**config.mk**
```make
export PLATFORM = sky130hd
export DESIGN_NAME = idu_sched
export DESIGN_NICKNAME = d
export VERILOG_FILES = /design/src/rtl/idu_pkg.sv /design/src/rtl/idu_prio_arb.sv /design/src/rtl/idu_sched.sv
export SDC_FILE = /design/constraint.sdc
export NUM_CORES = 1
export LEC_CHECK = 0
export CAP_MARGIN = 10
export CORE_MARGIN = 4
export CORE_UTILIZATION = 45
export CTS_CLUSTER_DIAMETER = 30
export DETAILED_ROUTE_END_ITERATION = 7
export PLACE_DENSITY_LB_ADDON = 0.08
export SETUP_SLACK_MARGIN = 0.5
export SLEW_MARGIN = 0
export SYNTH_ARGS = -nofsm -noshare
export SYNTH_HDL_FRONTEND = slang
export SYNTH_SLANG_ARGS = --single-unit
```
**constraint.sdc**
```tcl
create_clock -name CLK -period 2.15 [get_ports CLK]
set_clock_uncertainty 0.15 [all_clocks]
set_input_delay 0.215 -clock CLK [delete_from_list [all_inputs] [get_ports CLK]]
set_output_delay 0.215 -clock CLK [all_outputs]
set_load 0.02 [all_outputs]
```
**src/rtl/idu_pkg.sv**
```systemverilog
// rtl/idu_pkg.sv - shared constants and types for the IDU scheduler
package idu_pkg;

    localparam int IDU_W    = 16;
    localparam int REQ_PC   = 0;
    localparam int REQ_SP   = 1;
    localparam int REQ_MISC = 2;
    localparam int ID_BLK   = 3;

    typedef enum logic [2:0] {
        IDLE,
        HL,
        DE,
        BC,
        FIN
    } blk_state_t;

endpackage

```
**src/rtl/idu_prio_arb.sv**
```systemverilog
// rtl/idu_prio_arb.sv - fixed-priority one-hot grant, index 0 highest, with slot inhibit
module idu_prio_arb #(
    parameter int NREQ = 3
) (
    input  logic [NREQ-1:0] i_req,
    input  logic            i_inhibit,
    output logic [NREQ-1:0] o_gnt
);

    logic w_found;

    // Lowest-index pending request wins unless the slot is reserved.
    always_comb begin
        o_gnt   = '0;
        w_found = 1'b0;
        for (int i = 0; i < NREQ; i++) begin
            if (!i_inhibit && i_req[i] && !w_found) begin
                o_gnt[i] = 1'b1;
                w_found  = 1'b1;
            end
        end
    end

endmodule

```
**src/rtl/idu_sched.sv**
```systemverilog
// rtl/idu_sched.sv - IDU issue arbiter, block-transfer sequencer and result pipeline
module idu_sched
    import idu_pkg::*;
#(
    parameter int W    = IDU_W,
    parameter int NREQ = 3
) (
    input  logic              CLK,
    input  logic              nRESET,
    input  logic [NREQ-1:0]   req,
    input  logic [NREQ*W-1:0] req_op,
    input  logic [NREQ-1:0]   req_dec,
    output logic [NREQ-1:0]   gnt,
    output logic [W-1:0]      res,
    output logic              res_cout,
    output logic              res_vld,
    output logic [1:0]        res_id,
    input  logic              blk_start,
    input  logic              blk_dec,
    input  logic [W-1:0]      blk_hl,
    input  logic [W-1:0]      blk_de,
    input  logic [W-1:0]      blk_bc,
    output logic [W-1:0]      blk_hl_o,
    output logic [W-1:0]      blk_de_o,
    output logic [W-1:0]      blk_bc_o,
    output logic              blk_bc_zero,
    output logic              blk_busy,
    output logic              blk_done,
    output logic [W-1:0]      idu_op,
    output logic              idu_en,
    output logic              idu_dec,
    input  logic [W-1:0]      idu_res,
    input  logic              idu_cout
);

    blk_state_t      r_state;
    logic [W-1:0]    r_hl;
    logic [W-1:0]    r_de;
    logic [W-1:0]    r_bc;
    logic            r_dir;
    logic [1:0]      r_iss_id;

    logic            w_blk_iss;
    logic [W-1:0]    w_blk_op;
    logic            w_blk_dec;
    logic            w_inhibit;
    logic [NREQ-1:0] w_gnt;
    logic [W-1:0]    w_sel_op;
    logic            w_sel_dec;
    logic [1:0]      w_sel_id;

    // Sequencer owns the IDU slot in HL, DE and BC; FIN leaves it free.
    always_comb begin
        w_blk_iss = 1'b1;
        w_blk_op  = r_hl;
        w_blk_dec = r_dir;
        case (r_state)
            HL: ;
            DE: w_blk_op = r_de;
            BC: begin
                w_blk_op  = r_bc;
                w_blk_dec = 1'b1;
            end
            default: w_blk_iss = 1'b0;
        endcase
    end

    assign w_inhibit = w_blk_iss || !nRESET;

    idu_prio_arb #(.NREQ(NREQ)) u_arb (
        .i_req     (req),
        .i_inhibit (w_inhibit),
        .o_gnt     (w_gnt)
    );

    assign gnt = w_gnt;

    // Mux the granted requester's operand, direction and index.
    always_comb begin
        w_sel_op  = '0;
        w_sel_dec = 1'b0;
        w_sel_id  = '0;
        for (int i = 0; i < NREQ; i++) begin
            if (w_gnt[i]) begin
                w_sel_op  = req_op[i*W +: W];
                w_sel_dec = req_dec[i];
                w_sel_id  = 2'(i);
            end
        end
    end

    // Issue stage: load the IDU operand register; operand holds when idle.
    always_ff @(posedge CLK or negedge nRESET) begin
        if (!nRESET) begin
            idu_op   <= '0;
            idu_en   <= 1'b0;
            idu_dec  <= 1'b0;
            r_iss_id <= '0;
        end else if (w_blk_iss) begin
            idu_op   <= w_blk_op;
            idu_en   <= 1'b1;
            idu_dec  <= w_blk_dec;
            r_iss_id <= 2'(ID_BLK);
        end else if (|w_gnt) begin
            idu_op   <= w_sel_op;
            idu_en   <= 1'b1;
            idu_dec  <= w_sel_dec;
            r_iss_id <= w_sel_id;
        end else begin
            idu_en   <= 1'b0;
        end
    end

    // Result stage: capture the IDU output one cycle after issue.
    always_ff @(posedge CLK or negedge nRESET) begin
        if (!nRESET) begin
            res      <= '0;
            res_cout <= 1'b0;
            res_vld  <= 1'b0;
            res_id   <= '0;
        end else begin
            res_vld <= idu_en;
            if (idu_en) begin
                res      <= idu_res;
                res_cout <= idu_cout;
                res_id   <= r_iss_id;
            end
        end
    end

    // Block-transfer sequencer: each state captures the previous slot's result.
    always_ff @(posedge CLK or negedge nRESET) begin
        if (!nRESET) begin
            r_state     <= IDLE;
            r_hl        <= '0;
            r_de        <= '0;
            r_bc        <= '0;
            r_dir       <= 1'b0;
            blk_hl_o    <= '0;
            blk_de_o    <= '0;
            blk_bc_o    <= '0;
            blk_bc_zero <= 1'b0;
            blk_busy    <= 1'b0;
            blk_done    <= 1'b0;
        end else begin
            blk_done <= 1'b0;
            case (r_state)
                IDLE: begin
                    if (blk_start) begin
                        r_hl     <= blk_hl;
                        r_de     <= blk_de;
                        r_bc     <= blk_bc;
                        r_dir    <= blk_dec;
                        blk_busy <= 1'b1;
                        r_state  <= HL;
                    end
                end
                HL: r_state <= DE;
                DE: begin
                    blk_hl_o <= idu_res;
                    r_state  <= BC;
                end
                BC: begin
                    blk_de_o <= idu_res;
                    r_state  <= FIN;
                end
                FIN: begin
                    blk_bc_o    <= idu_res;
                    blk_bc_zero <= (idu_res == '0);
                    blk_done    <= 1'b1;
                    blk_busy    <= 1'b0;
                    r_state     <= IDLE;
                end
                default: r_state <= IDLE;
            endcase
        end
    end

endmodule

```
==> impl_metrics.json, run 1 <==
{
  "worst_ep_required_time_ns": 2.30,
  "synth-seq-cells": 143,
  "placeableCoreArea_mm2": 0.01335,
  "number_of_global_route_vias_before_repair": 5226,
  "synth_edf_count": 0,
  "reg2reg_slack_ns": 0.29,
  "synthDistinctLibCells": 35,
  "power.leakage_nw": 4.372,
  "numPortBuffers": 214,
  "rsz0062_at_grt": "yes",
  "globalRoute.totalOverflow": 0,
  "via_count": 4899,
  "worstPathArrival_ns": 2.02,
  "chipHeight_um": 125.0,
  "detailed_place.area_mm2": 0.008593,
  "groute.usage.overall_pct": 22.65,
  "final_common_cell": "sky130_fd_sc_hd__dfrtp_1",
  "final_nets": 846,
  "fin_setup_tns_ns": 0,
  "route.detailed.drc": 0,
  "post-layout-total-power_mw": 15.08,
  "routed_wirelength_mm": 18.88,
  "finalMaxSlewViolations": 0,
  "synth_area_mm2": 0.006162,
  "timing.critical_path.from": "r_state[1]$_DFFE_PN0P_",
  "netlist.area_leader.share_pct": 58.07,
  "place.detailed.hpwl_mm": 12.20,
  "cts-htree-levels": 4,
  "area_delta_synth_final_pct": 59.17,
  "detail_route.first_pass.iterations": 4,
  "synth-async-reset-ratio_pct": 100.0,
  "yosysWarnings": 0,
  "fin_hold_ws_ns": 0.1386,
  "core.rowCount": 42,
  "vias_per_cell": 5.389,
  "initialDrtViolationCount": 272,
  "power_density_mw_per_mm2": 1537,
  "setup.worst_path.end_class": "flip-flop",
  "clk_transition_reported_paths_ns": 0.06,
  "finalSetupViolations": 0,
  "power.ir.vdd_worst_uv": 802.7,
  "gpl.final_weighted_congestion": 0.7581,
  "hold_path.class": "in -> reg",
  "tritoncts_buffer_count": 17,
  "synth.net_count": 584,
  "floorplan.die.width_um": 125.0,
  "maximum_number_of_pins_on_one_net_before_global_route_repair": 93,
  "max_slew.worst_pin.slew_ns": 0.5232,
  "r2r_start": "r_state[1]$_DFFE_PN0P_",
  "synth-seq-area-share_pct": 58.07,
  "initial_core_util_pct": 46.17,
  "antenna_violations_before_repair": 0,
  "dp_cells": 848,
  "finalCoreUtilization_pct": 73.48,
  "timing.max_cap.violations": 0,
  "clockRootBuffer": "sky130_fd_sc_hd__clkbuf_16",
  "worst-path-max-fanout": 6,
  "die_area_mm2": 0.01563,
  "cts-root-to-sink-buffers": 2,
  "run_status": "finished clean",
  "hold_viol": 0,
  "boundaryPins": 215,
  "synth_cells": 461,
  "grt_pass1_wl_mm": 27.83,
  "synth_area_leaders": "sky130_fd_sc_hd__dfrtp_1 58%, sky130_fd_sc_hd__mux2_2 20%, sky130_fd_sc_hd__nand2_1 3.1%, sky130_fd_sc_hd__o2bb2ai_1 2.4%, sky130_fd_sc_hd__o32ai_1 2.3%",
  "hold_start": "nRESET",
  "ys_dominant_reg_cell": "sky130_fd_sc_hd__dfrtp_1",
  "syn_avg_cell_area_um2": 13.37,
  "post_route_cells_drive_above_1_share_pct": 32.47,
  "finish.cell_count_without_fillers": 909,
  "ant_nets": 0,
  "finalWorstPathRequiredPeriod_ns": 1.864,
  "synth_top_cell_by_area": "sky130_fd_sc_hd__dfrtp_1",
  "headroom_to_the_max_slew_limit_pct": 65.12,
  "cts_tree": "done",
  "postLayoutSetupSlackWorst_ns": 0.2864,
  "max_freq_mhz": 536.6,
  "timing.final.crit_share_pct": 86.68,
  "cts_sinks": 143,
  "post-place-ws_ns": 0.008049,
  "route.detailed.wl_per_inst_um": 20.76,
  "timing_worst_setup_path_type": "reg -> reg",
  "post-route-cell-area_mm2": 0.009808,
  "critPathLaunchType": "flip-flop",
  "layout.cells.most_common_list": "140 x sky130_fd_sc_hd__dfrtp_1, 121 x sky130_fd_sc_hd__clkdlybuf4s50_1, 89 x sky130_fd_sc_hd__dlygate4sd2_1",
  "clk-insertion-delay-late_ns": 0.42,
  "antennaDiodeCount": 0
}
synth_stat cells, types with 8 or more instances:
cell,n
sky130_fd_sc_hd__a221oi_1,8
sky130_fd_sc_hd__a221oi_2,9
sky130_fd_sc_hd__buf_2,12
sky130_fd_sc_hd__clkbuf_1,8
sky130_fd_sc_hd__dfrtp_1,143
sky130_fd_sc_hd__inv_1,20
sky130_fd_sc_hd__mux2_1,8
sky130_fd_sc_hd__mux2_2,108
sky130_fd_sc_hd__nand2_1,51
sky130_fd_sc_hd__o21ai_0,19
sky130_fd_sc_hd__o2bb2ai_1,17
sky130_fd_sc_hd__o32ai_1,16
critical path, stage by stage (launching register included):
cell and delay, ns:
sky130_fd_sc_hd__dfrtp_2 0.44, sky130_fd_sc_hd__buf_6 0.14, sky130_fd_sc_hd__nor4b_4 0.28, sky130_fd_sc_hd__buf_6 0.21, sky130_fd_sc_hd__buf_12 0.12, sky130_fd_sc_hd__buf_16 0.11
sky130_fd_sc_hd__mux2_4 0.29
what timing repair did:
action,in CTS,in global routing
cloned,2,8
hold buffers,1,1
endpoints found under the setup margin,176,102
pin swaps,1,8
setup buffers,8,11
hold endpoints to repair,51,38
gates resized for setup,130,63
flip-flops by register name, indices dropped and copies added, names as in the netlist:
| register | flops |
|---|---|
| blk_de_o | 16 |
| blk_bc_zero | 1 |
| r_bc | 16 |
| blk_bc_o | 16 |
| res_vld | 1 |
| res_cout | 1 |
| blk_busy | 1 |
| r_dir | 1 |
| r_state | 3 |
| blk_done | 1 |
| idu_en | 1 |
| blk_hl_o | 16 |
| r_de | 16 |
| idu_op | 16 |
| res | 16 |
| idu_dec | 1 |
| res_id | 2 |
| r_hl | 16 |
| r_iss_id | 2 |
where the power goes:
group	internal [mW]	switching [mW]	total, mW
Clock	1.62	1.07	2.69
Combinational	3.93	3.67	7.60
Sequential	4.05	0.744	4.79
Total	9.60	5.48	15.1
metal layers:
layer  GRT usage (%)  routed length [um]  vias to the layer above  share of wire [%]
met5               0                   0                        -                  0
met4           8.929                 397                        0                2.1
met3           6.652                1165                       34                6.2
met2           36.79                9181                      180                 49
met1           28.71                8130                     2494                 43
li1                -                   -                     2191                  -
cell type report:
| class | count | area, um^2 |
|---|---|---|
| clock buffers | 22 | 464.2 |
| clock inverters | 7 | 65.06 |
| fillers | 935 | 3540 |
| inverters | 21 | 78.83 |
| multi-input cells | 268 | 2620 |
| flip-flops and latches | 143 | 3582 |
| well taps | 176 | 220.2 |
| repair buffers | 272 | 2778 |
path summary, 6_finish.rpt:
| kind | to | cells past startpoint |
|---|---|---|
| max reg2reg | r_bc[12]$_DFFE_PN0P_ | 6 |
| max | r_bc[12]$_DFFE_PN0P_ | 6 |
| max in group asynchronous | r_de[4]$_DFFE_PN0P_ | 4 |
| min reg2reg | blk_bc_o[0]$_DFFE_PN0P_ | 2 |
| min | r_iss_id[0]$_DFFE_PN0P_ | 4 |
| min in group asynchronous | res[1]$_DFFE_PN0P_ | 3 |
kinds of logic after synthesis:
family	after synthesis	share of synthesized area (%)
buf+inv	50	3.979
flops	143	58.07
simple gates	76	6.234
mux	116	21.20
compound gates	76	10.52
Power figures use the tool's default switching activity.
==> run 2, diff against run 1 <==
--- a/config.mk
+++ b/config.mk
@@ -15,4 +15,5 @@
 export SLEW_MARGIN = 0
 export SYNTH_ARGS = -nofsm -noshare
 export SYNTH_HDL_FRONTEND = slang
+export SYNTH_HIERARCHICAL = 1
 export SYNTH_SLANG_ARGS = --single-unit
==> impl_metrics.json, run 2 <==
{
  "power.leakage_nw": 4.933,
  "yosysWarnings": 6,
  "synth.net_count": 615,
  "clk_transition_reported_paths_ns": 0.06,
  "power.share.combinational_pct": 51.0,
  "timing.critical_path.from": "r_state[1]$_DFFE_PN0P_",
  "hold_start": "blk_hl[5]",
  "syn_avg_cell_area_um2": 12.59,
  "layout.cells.most_common_list": "143 x sky130_fd_sc_hd__dfrtp_1, 121 x sky130_fd_sc_hd__clkdlybuf4s50_1, 116 x sky130_fd_sc_hd__mux2_2",
  "antennaDiodeCount": 0,
  "core.rowCount": 42,
  "numPortBuffers": 214,
  "finalWorstPathRequiredPeriod_ns": 2.129,
  "detail_route.first_pass.iterations": 5,
  "cts_tree": "done",
  "rsz0062_at_grt": "yes",
  "worst_ep_required_time_ns": 2.30,
  "post-place-ws_ns": -0.1650,
  "cell_internal_pwr_mw": 9.952,
  "tritoncts_buffer_count": 17,
  "grt_pass1_wl_mm": 28.55,
  "finalSetupViolations": 0,
  "total_area_of_sequential_cells_mm2": 0.003578,
  "r2r_start": "r_state[1]$_DFFE_PN0P_",
  "gpl.final_weighted_congestion": 0.8733,
  "cts-root-to-sink-buffers": 2,
  "pwr-share-seq_pct": 30.7,
  "synth-seq-cells": 143,
  "max_slew.worst_pin.slew_ns": 0.7825,
  "synth-async-reset-ratio_pct": 100.0,
  "swShare_pct": 35.46,
  "synthDistinctLibCells": 35,
  "synth_cells": 492,
  "run_status": "finished clean",
  "route.detailed.wl_per_inst_um": 20.02,
  "setup.worst_path.end_class": "flip-flop",
  "power_density_mw_per_mm2": 1547,
  "timing.max_cap.violations": 0,
  "synthMostInstantiatedCell": "sky130_fd_sc_hd__dfrtp_1",
  "critPathLaunchType": "flip-flop",
  "place.detailed.hpwl_mm": 12.52,
  "number_of_global_route_vias_before_repair": 5057,
  "synth_common_cells": "143 x sky130_fd_sc_hd__dfrtp_1, 116 x sky130_fd_sc_hd__mux2_2, 53 x sky130_fd_sc_hd__nand2_1",
  "headroom_to_the_max_slew_limit_pct": 47.83,
  "final_common_cell": "sky130_fd_sc_hd__dfrtp_1",
  "finish.cell_count_without_fillers": 930,
  "filler_cell_count": 872,
  "synth_top_cell_by_area": "sky130_fd_sc_hd__dfrtp_1",
  "placeableCoreArea_mm2": 0.01335,
  "chipHeight_um": 125.3,
  "postLayoutSetupSlackWorst_ns": 0.02132,
  "cts-htree-levels": 4,
  "cts_sinks": 143,
  "clockRootBuffer": "sky130_fd_sc_hd__clkbuf_16",
  "fin_setup_tns_ns": 0,
  "boundaryPins": 215,
  "power.ir.vdd_worst_uv": 766.2,
  "final_nets": 864,
  "ant_nets": 0,
  "hold_path.class": "in -> reg",
  "post_route_cells_drive_above_1_share_pct": 29.97,
  "synth_area_leaders": "sky130_fd_sc_hd__dfrtp_1 58%, sky130_fd_sc_hd__mux2_2 21%, sky130_fd_sc_hd__nand2_1 3.2%, sky130_fd_sc_hd__o32a_1 2.6%, sky130_fd_sc_hd__nor2_1 2.2%",
  "detailed_place.area_mm2": 0.008703,
  "vias_per_cell": 5.377,
  "netlist.area_leader.share_pct": 57.79,
  "synth-seq-area-share_pct": 57.79,
  "groute.usage.overall_pct": 23.18,
  "clk-insertion-delay-late_ns": 0.41,
  "worst-path-max-fanout": 11,
  "timing_worst_setup_path_type": "reg -> reg",
  "globalRoute.totalOverflow": 0,
  "synth_edf_count": 0,
  "antenna_violations_before_repair": 0,
  "worstPathArrival_ns": 2.28,
  "maximum_number_of_pins_on_one_net_before_global_route_repair": 144,
  "power.switching_mw": 5.469,
  "multi_input_comb_area_mm2": 0.002580,
  "dp_cells": 871,
  "finalMaxSlewViolations": 0,
  "die_area_mm2": 0.01570,
  "timing.final.crit_share_pct": 99.01,
  "hold_viol": 0,
  "initialDrtViolationCount": 475,
  "via_count": 5001,
  "floorplan.die.width_um": 125.3,
  "finalCoreUtilization_pct": 74.67,
  "clkPwrFrac_pct": 18.2,
  "initial_core_util_pct": 46.39,
  "routed_wirelength_mm": 18.62,
  "area_delta_synth_final_pct": 60.96,
  "fin_hold_ws_ns": 0.2593,
  "synth_area_mm2": 0.006192,
  "post-route-cell-area_mm2": 0.009967,
  "max_freq_mhz": 469.8,
  "route.detailed.drc": 0,
  "ys_dominant_reg_cell": "sky130_fd_sc_hd__dfrtp_1",
  "post-layout-total-power_mw": 15.42
}
-- run 2: cell count changes after synthesis, moves of 16 or more --
cell,previous run,this run
sky130_fd_sc_hd__and2_1,0,16
sky130_fd_sc_hd__o21ai_0,19,3
sky130_fd_sc_hd__inv_1,20,3
sky130_fd_sc_hd__nor2_1,6,37
sky130_fd_sc_hd__a22oi_1,0,16
sky130_fd_sc_hd__o32a_1,0,16
sky130_fd_sc_hd__a211oi_1,0,16
sky130_fd_sc_hd__o2bb2ai_1,17,0
-- run 2: worst paths after layout --
check / endpoint / slack [ns] / cells past startpoint
hold reg to reg: blk_bc_o[12]$_DFFE_PN0P_ / 0.32 / 2
setup / recovery: idu_op[6]$_DFFE_PN0P_ / 0.02 / 8
min in group asynchronous: idu_op[1]$_DFFE_PN0P_ / 0.36 / 3
hold / removal: r_hl[5]$_DFFE_PN0P_ / 0.26 / 2
max in group asynchronous: r_bc[7]$_DFFE_PN0P_ / 0.87 / 3
setup reg to reg: idu_op[6]$_DFFE_PN0P_ / 0.02 / 8
-- run 2: layout make-up --
class,instances,share of cell area (%)
Inverter,4,0.1883
Tap cell,176,2.209
Clock buffer,22,4.557
Timing Repair Buffer,263,30.13
Multi-Input combinational cell,312,25.88
Clock inverter,10,1.130
Sequential cell,143,35.90
-- run 2: critical path: stages (launching register included) --
cell                       delay, ns
sky130_fd_sc_hd__dfrtp_1        0.40
sky130_fd_sc_hd__nor2_4         0.15
sky130_fd_sc_hd__o21ai_4        0.11
sky130_fd_sc_hd__nor3b_4        0.32
sky130_fd_sc_hd__nor2_4         0.15
sky130_fd_sc_hd__buf_4          0.17
sky130_fd_sc_hd__a211oi_4       0.18
sky130_fd_sc_hd__nor3_2         0.07
sky130_fd_sc_hd__o32a_1         0.32
-- run 2: power groups by stage --
stage	logic [mW]	clock network, mW	registers (mW)
floorplan	3.51	0	5.68
global placement	7.21	0	4.74
detailed placement	7.36	0	4.82
CTS	7.70	2.86	4.77
global route	8.37	2.99	4.89
finish	7.87	2.81	4.74
-- run 2: what timing repair did --
item	CTS	global route
setup buffers	11	7
hold endpoints to repair	143	0
cloned	4	4
setup endpoints to repair	211	211
pin swaps	6	8
resized for setup	23	114
hold buffers	1	0
-- run 2: cells by family (layout without fill, tap and decap cells) --
| kind of cell | count (synthesis) | after routing | share of synthesized area [%] |
|---|---|---|---|
| muxes | 116 | 116 | 21.10 |
| xor gates and xnor gates | 1 | 1 | 0.1415 |
| DFF | 143 | 143 | 57.79 |
| AOI/OAI and AO/OA | 58 | 58 | 7.557 |
| buffers and inverters | 37 | 299 | 2.970 |
| and+or+nand+nor | 137 | 137 | 10.45 |
-- run 2: layer usage --
layer  global-route usage [%]  wire, um  up-vias
li1                         -         -     2269
met1                    32.36      8227     2494
met2                    35.34      8671      209
met3                    6.610      1368       29
met4                    7.270       350        0
met5                        0         0        -
